--- src/rtl/rc_tdc_seq.sv ---
// Multi-channel RC charge-time measurement sequencer: times each channel's charge edge,
// averages 2^AVG_LOG2 samples, scales to resistance and hands results out over valid/ready.
module rc_tdc_seq #(
  parameter int          CHANNELS         = 4,
  parameter int          TIMEOUT          = 1000000,
  parameter int          DISCHARGE_CYCLES = 1000000,
  parameter int          AVG_LOG2         = 2,
  parameter logic [31:0] SCALE_Q16        = 32'd1890952,
  parameter int          RES_W            = 24,
  parameter int          CH_W             = (CHANNELS > 1) ? $clog2(CHANNELS) : 1
) (
  input  logic                clk,
  input  logic                rst_n,
  input  logic                start,
  input  logic                mode_cont,
  input  logic [CHANNELS-1:0] step_in,
  output logic [CHANNELS-1:0] step_set,
  output logic                busy,
  output logic                res_valid,
  input  logic                res_ready,
  output logic [RES_W-1:0]    res_data,
  output logic [CH_W-1:0]     res_chan,
  output logic                res_timeout
);

  localparam int CNT_W  = $clog2(TIMEOUT + 1);
  localparam int ACC_W  = CNT_W + AVG_LOG2;
  localparam int DIS_W  = $clog2(DISCHARGE_CYCLES + 1);
  localparam int TMR_W  = (CNT_W > DIS_W) ? CNT_W : DIS_W;
  localparam int SMP_W  = AVG_LOG2 + 1;
  localparam int PROD_W = ACC_W + 32;
  // One spare bit above both the product and RES_W+16 keeps the saturation test well-formed
  localparam int EXT_W  = ((PROD_W > RES_W + 16) ? PROD_W : RES_W + 16) + 1;

  localparam logic [2:0] S_IDLE   = 3'd0;
  localparam logic [2:0] S_CHARGE = 3'd1;
  localparam logic [2:0] S_DISCH  = 3'd2;
  localparam logic [2:0] S_SCALE  = 3'd3;
  localparam logic [2:0] S_OUTPUT = 3'd4;

  localparam logic [TMR_W-1:0] CHG_LAST = TMR_W'(TIMEOUT - 1);
  localparam logic [TMR_W-1:0] DIS_LAST = TMR_W'(DISCHARGE_CYCLES - 1);
  localparam logic [SMP_W-1:0] SMP_LAST = SMP_W'((1 << AVG_LOG2) - 1);
  localparam logic [CH_W-1:0]  CH_LAST  = CH_W'(CHANNELS - 1);

  logic [2:0]          state;
  logic [CH_W-1:0]     ch;
  logic [TMR_W-1:0]    tmr;
  logic [CNT_W-1:0]    sample;
  logic [ACC_W-1:0]    acc;
  logic [SMP_W-1:0]    samples;
  logic                tflag;
  logic [CHANNELS-1:0] sync1;
  logic [CHANNELS-1:0] sync2;

  logic [ACC_W-1:0] avg;
  logic [EXT_W-1:0] prod;
  logic [EXT_W-1:0] scaled;
  logic             sat;

  always_comb begin
    avg    = acc >> AVG_LOG2;
    prod   = EXT_W'(avg) * EXT_W'(SCALE_Q16);
    scaled = prod >> 16;
    sat    = (scaled >> RES_W) != '0;
  end

  assign busy = (state != S_IDLE);

  always_ff @(posedge clk or negedge rst_n) begin
    if (!rst_n) begin
      state       <= S_IDLE;
      ch          <= '0;
      tmr         <= '0;
      sample      <= '0;
      acc         <= '0;
      samples     <= '0;
      tflag       <= 1'b0;
      sync1       <= '0;
      sync2       <= '0;
      step_set    <= '0;
      res_valid   <= 1'b0;
      res_data    <= '0;
      res_chan    <= '0;
      res_timeout <= 1'b0;
    end else begin
      sync1 <= step_in;
      sync2 <= sync1;
      case (state)
        S_IDLE: begin
          if (start) begin
            state    <= S_CHARGE;
            ch       <= '0;
            acc      <= '0;
            samples  <= '0;
            tflag    <= 1'b0;
            tmr      <= '0;
            step_set <= CHANNELS'(1);
          end
        end
        S_CHARGE: begin
          // Comparator edge wins over a timeout landing on the same cycle
          if (sync2[ch]) begin
            sample   <= CNT_W'(tmr);
            tmr      <= '0;
            step_set <= '0;
            state    <= S_DISCH;
          end else if (tmr == CHG_LAST) begin
            sample   <= CNT_W'(TIMEOUT);
            tflag    <= 1'b1;
            tmr      <= '0;
            step_set <= '0;
            state    <= S_DISCH;
          end else begin
            tmr <= tmr + 1'b1;
          end
        end
        S_DISCH: begin
          if (tmr >= DIS_LAST && !sync2[ch]) begin
            acc     <= acc + ACC_W'(sample);
            samples <= samples + 1'b1;
            tmr     <= '0;
            if (samples == SMP_LAST) begin
              state <= S_SCALE;
            end else begin
              state    <= S_CHARGE;
              step_set <= CHANNELS'(1) << ch;
            end
          end else if (tmr < DIS_LAST) begin
            tmr <= tmr + 1'b1;
          end
        end
        S_SCALE: begin
          res_data    <= (tflag || sat) ? '1 : scaled[RES_W-1:0];
          res_chan    <= ch;
          res_timeout <= tflag;
          res_valid   <= 1'b1;
          state       <= S_OUTPUT;
        end
        S_OUTPUT: begin
          if (res_ready) begin
            res_valid <= 1'b0;
            acc       <= '0;
            samples   <= '0;
            tflag     <= 1'b0;
            tmr       <= '0;
            if (ch == CH_LAST) begin
              ch <= '0;
              if (mode_cont) begin
                state    <= S_CHARGE;
                step_set <= CHANNELS'(1);
              end else begin
                state <= S_IDLE;
              end
            end else begin
              ch       <= ch + 1'b1;
              state    <= S_CHARGE;
              step_set <= CHANNELS'(1) << (ch + 1'b1);
            end
          end
        end
        default: state <= S_IDLE;
      endcase
    end
  end

endmodule

--- config.mk ---
export PLATFORM = sky130hd
export DESIGN_NAME = rc_tdc_seq
export DESIGN_NICKNAME = d
export VERILOG_FILES = /design/src/rtl/rc_tdc_seq.sv
export SDC_FILE = /design/constraint.sdc
export NUM_CORES = 1
export LEC_CHECK = 0
export CAP_MARGIN = 30
export CORE_ASPECT_RATIO = 0.5
export CORE_MARGIN = 1
export CORE_UTILIZATION = 55
export CTS_CLUSTER_SIZE = 10
export DETAILED_ROUTE_END_ITERATION = 6
export PLACE_DENSITY = 0.76
export SLEW_MARGIN = 30
export SYNTH_ARGS = -nofsm -noshare
export SYNTH_HDL_FRONTEND = slang
export SYNTH_SLANG_ARGS = --single-unit
--- constraint.sdc ---
create_clock -name clk -period 6.4 [get_ports clk]
set_input_delay 1.28 -clock clk [delete_from_list [all_inputs] [get_ports clk]]
set_output_delay 1.28 -clock clk [all_outputs]
set_load 0.1 [all_outputs]
==> impl_metrics.tcl <==
set metrics [dict create \
    status "finished, final reports clean" \
    routed-via-count 8810 \
    cts_htree_levels 3 \
    synth.mux.area_fraction 0.007079 \
    critPathLaunchType "register" \
    root_buffer "clkbuf_16" \
    die_w_um 209.5 \
    grtUsageTotal 0.2579 \
    regArea_sq_um 2779 \
    max_slew_margin 0.3205 \
    filler_cell_count 1650 \
    drtAntennaViolNets 0 \
    reg2reg_setup_slack_ns 0.23 \
    antenna_cells 0 \
    ys.flop_type "dfrtp_1" \
    syn2layout_area_growth_pct 10.19 \
    grt_setup_unrepaired "no" \
    maxSlewViolCount 0 \
    gp_congestion 0.9547 \
    antenna_found_initial 0 \
    dieArea_sq_um 22160 \
    maxCapViolations 0 \
    ys_ff_latch 111 \
    start_util 0.5685 \
    required_ns 6.65 \
    multiInputGateArea_sq_um 8041 \
    drive_gt1_frac 0.05612 \
    cts_buffers 9 \
    crit_path_end_kind "register" \
    fin_crit_sh 0.9648 \
    r2r-end "res_data[10]" \
    syn_area_sq_um 11840 \
    synth-simple-area-share 0.09488 \
    post_cts_buffers 0 \
    syn_nets 1537 \
    async_flop_share 1.000 \
    final_area_sq_um 13050 \
    numPortBuffers 41 \
    grt_overflow 0 \
    dp_hpwl_um 21680 \
    clk_pin_slew_ns 0.08 \
    synth_warnings 0 \
    power_density_nw_per_um2 238.4 \
    grt_pass1_wl_um 44990 \
    synth_fa_ha_area_frac 0.4008 \
    critPathLaunch "acc[7]" \
    wl_per_cell_um 17.00 \
    first_pass_iters 6 \
    holdWs_ns 0.3560 \
    crit_path_end "res_data[10]" \
    clkSinkCount 111 \
    p_leak_uw 0.006816 \
    post_synth_xor_area_fraction 0.03550 \
    setup_viol 0 \
    io_pins 42 \
    drt-total-wl_um 26450 \
    irDropWorstVdd_mv 0.2829 \
    worst_pin_slew_ns 1.016 \
    hold_viol_final 0 \
    synth.yosys.seq_area_share 0.2345 \
    netlist_instances 1226 \
    finClkSkew_ns 0.01963 \
    synth_edf_count 0 \
    drtIter0Drc 627 \
    hold_class "register to register" \
    placed_cell_area_sq_um 12710 \
    tns_ns 0 \
    grt_max_degree 77 \
    r2r_start "acc[7]" \
    clock.fmax_mhz 161.9 \
    cts_tree "done" \
    synth-compound-area-share 0.1359 \
    core_area_sq_um 20830 \
    fin_crit_ns 6.175 \
    reg2reg_depth 20 \
    netlist-cell-type-count 71 \
    die_y_um 105.8 \
    placementRows 37 \
    crit_arrival_ns 6.43 \
    grt_pass1_vias 9151 \
    final_nets 1589 \
    synth_top_family_by_area "adder cells" \
    syn_area_per_cell_sq_um 9.660 \
    path_class "register to register" \
    drt_drc_violations_left 0 \
    viasPerCell 5.662 \
    cp_max_fo 6 \
    clock_latency_ns 0.38 \
    cts_max_path_buffers 2 \
]
==> Yosys cell counts, types with 4 or more instances <==
cell type,number,area [sq um]
ha_1,173,2165
nor3_1,14,70.07
nor2_1,59,221.5
o21bai_1,7,52.55
nand4_1,7,43.79
o21ai_1,7,35.03
o21ai_0,59,295.3
xor2_1,17,148.9
a21oi_1,43,215.2
o31ai_1,9,67.56
nand3_1,19,95.09
buf_2,6,30.03
nand2_1,90,337.8
mux2i_1,5,50.05
or3_1,7,43.79
nor2b_1,7,43.79
clkbuf_1,20,75.07
nand2b_1,4,25.02
o22a_1,20,175.2
o211ai_1,4,30.03
fa_1,129,2582
and3_1,4,25.02
and2_1,4,25.02
or4_1,4,30.03
a22o_1,17,148.9
a211oi_1,7,52.55
inv_1,260,975.9
a21o_1,8,60.06
xnor2_1,31,271.5
dfrtp_1,111,2778
o21a_1,11,82.58
==> metrics by stage <==
stage / setup slack (ns) / power [uW] / utilization / std cells
6_report: 0.2250 / 3111 / 0.6264 / 1556
3_3_place_gp: 0.2118 / 2506 / 0.6096 / 1540
5_1_grt: 0.008162 / 3265 / 0.6264 / 1556
4_1_cts: 0.05719 / 3129 / 0.6237 / 1556
2_1_floorplan: 0.3755 / 2160 / - / 1226
3_5_place_dp: 0.08443 / 2546 / 0.6099 / 1540
==> layout make-up <==
type	instances	share of cell area
inverter	260	0.07479
sequential	111	0.2130
tap	273	0.02618
clock inverter	6	0.004507
multi-input combinational	829	0.6163
clock buffer	10	0.01755
timing repair buffer	67	0.04775
==> sequential cells by signal, summed over array words and instances, names as in the netlist <==
name and flops:
acc 22, ch 2, res_chan 2, res_data 24, res_timeout 1, res_valid 1, sample 20, samples 3
state 3, step_set 4, sync1 4, sync2 4, tflag 1, tmr 20
==> worst min-delay path by stage <==
stage             start       end  slack (ns)  cells after the start
4_1_cts        sync1[3]  sync2[3]        0.36                      0
2_1_floorplan  sync1[0]  sync2[0]        0.33                      0
3_5_place_dp   sync1[3]  sync2[3]        0.34                      0
6_report       sync1[3]  sync2[3]        0.36                      0
5_1_grt        sync1[3]  sync2[3]        0.36                      0
3_3_place_gp   sync1[2]  sync2[2]        0.33                      0
==> layout by cell type, fill, tap and decap left out, drive strengths merged, types with 5 or more instances in the layout <==
cell type / synthesis / routed
inv: 260 / 264
ha: 173 / 173
fa: 129 / 129
dfrtp: 111 / 111
nand2: 90 / 90
o21ai: 68 / 68
nor2: 60 / 60
a21oi: 44 / 44
clkdlybuf4s50: 0 / 40
xnor2: 31 / 31
buf: 6 / 27
o22a: 20 / 20
nand3: 19 / 19
a22o: 17 / 17
xor2: 17 / 17
nor3: 14 / 14
o21a: 11 / 11
clkbuf: 20 / 10
o31ai: 10 / 10
a211oi: 10 / 10
a21o: 8 / 8
or3: 7 / 7
nor2b: 7 / 7
nand4: 7 / 7
o21bai: 7 / 7
mux2i: 5 / 5
==> power by group <==
group / internal (uW) / leakage (uW) / switching (uW)
registers: 840 / 0.00145 / 121
logic: 409 / 0.00523 / 1170
clock network: 275 / 0.000139 / 299
total: 1530 / 0.00682 / 1590
==> critical path: stages (launching register included) <==
cell and delay [ns]:
dfrtp_1 0.35, inv_1 0.07, buf_4 0.16, fa_1 0.53, inv_1 0.05, fa_1 0.50, inv_1 0.06, fa_1 0.51
fa_1 0.54, inv_1 0.05, fa_1 0.47, ha_1 0.31, ha_1 0.37, a21oi_1 0.26, o2111ai_1 0.18, or2_1 0.28
a211oi_4 0.38, nor4_4 0.10, o22ai_2 0.12, mux2_4 0.37, o32a_1 0.36
==> routing by layer <==
| metal | track usage | up-vias | part of all wire |
|---|---|---|---|
| met5 | 0 | - | 0 |
| met4 | 0.07560 | 0 | 0.021 |
| met3 | 0.04112 | 43 | 0.047 |
| met2 | 0.4243 | 207 | 0.47 |
| met1 | 0.3538 | 4389 | 0.46 |
| li1 | - | 4171 | - |
==> cell families (layout without fill, tap and decap cells) <==
logic type               count (synthesis)  after routing
multiplexers                             8              8
adder cells (fa/ha/maj)                302            302
XOR/XNOR                                48             48
flip-flops                             111            111
buffers and inverters                  286            343
AO/OA/AOI/OAI                          234            234
AND/OR/NAND/NOR                        237            237
==> timing repair <==
item	CTS	global route
resized for setup	0	9
hold buffers	0	0
endpoints found under the setup margin	0	23
No activity file was read; power rests on OpenSTA's default activity.
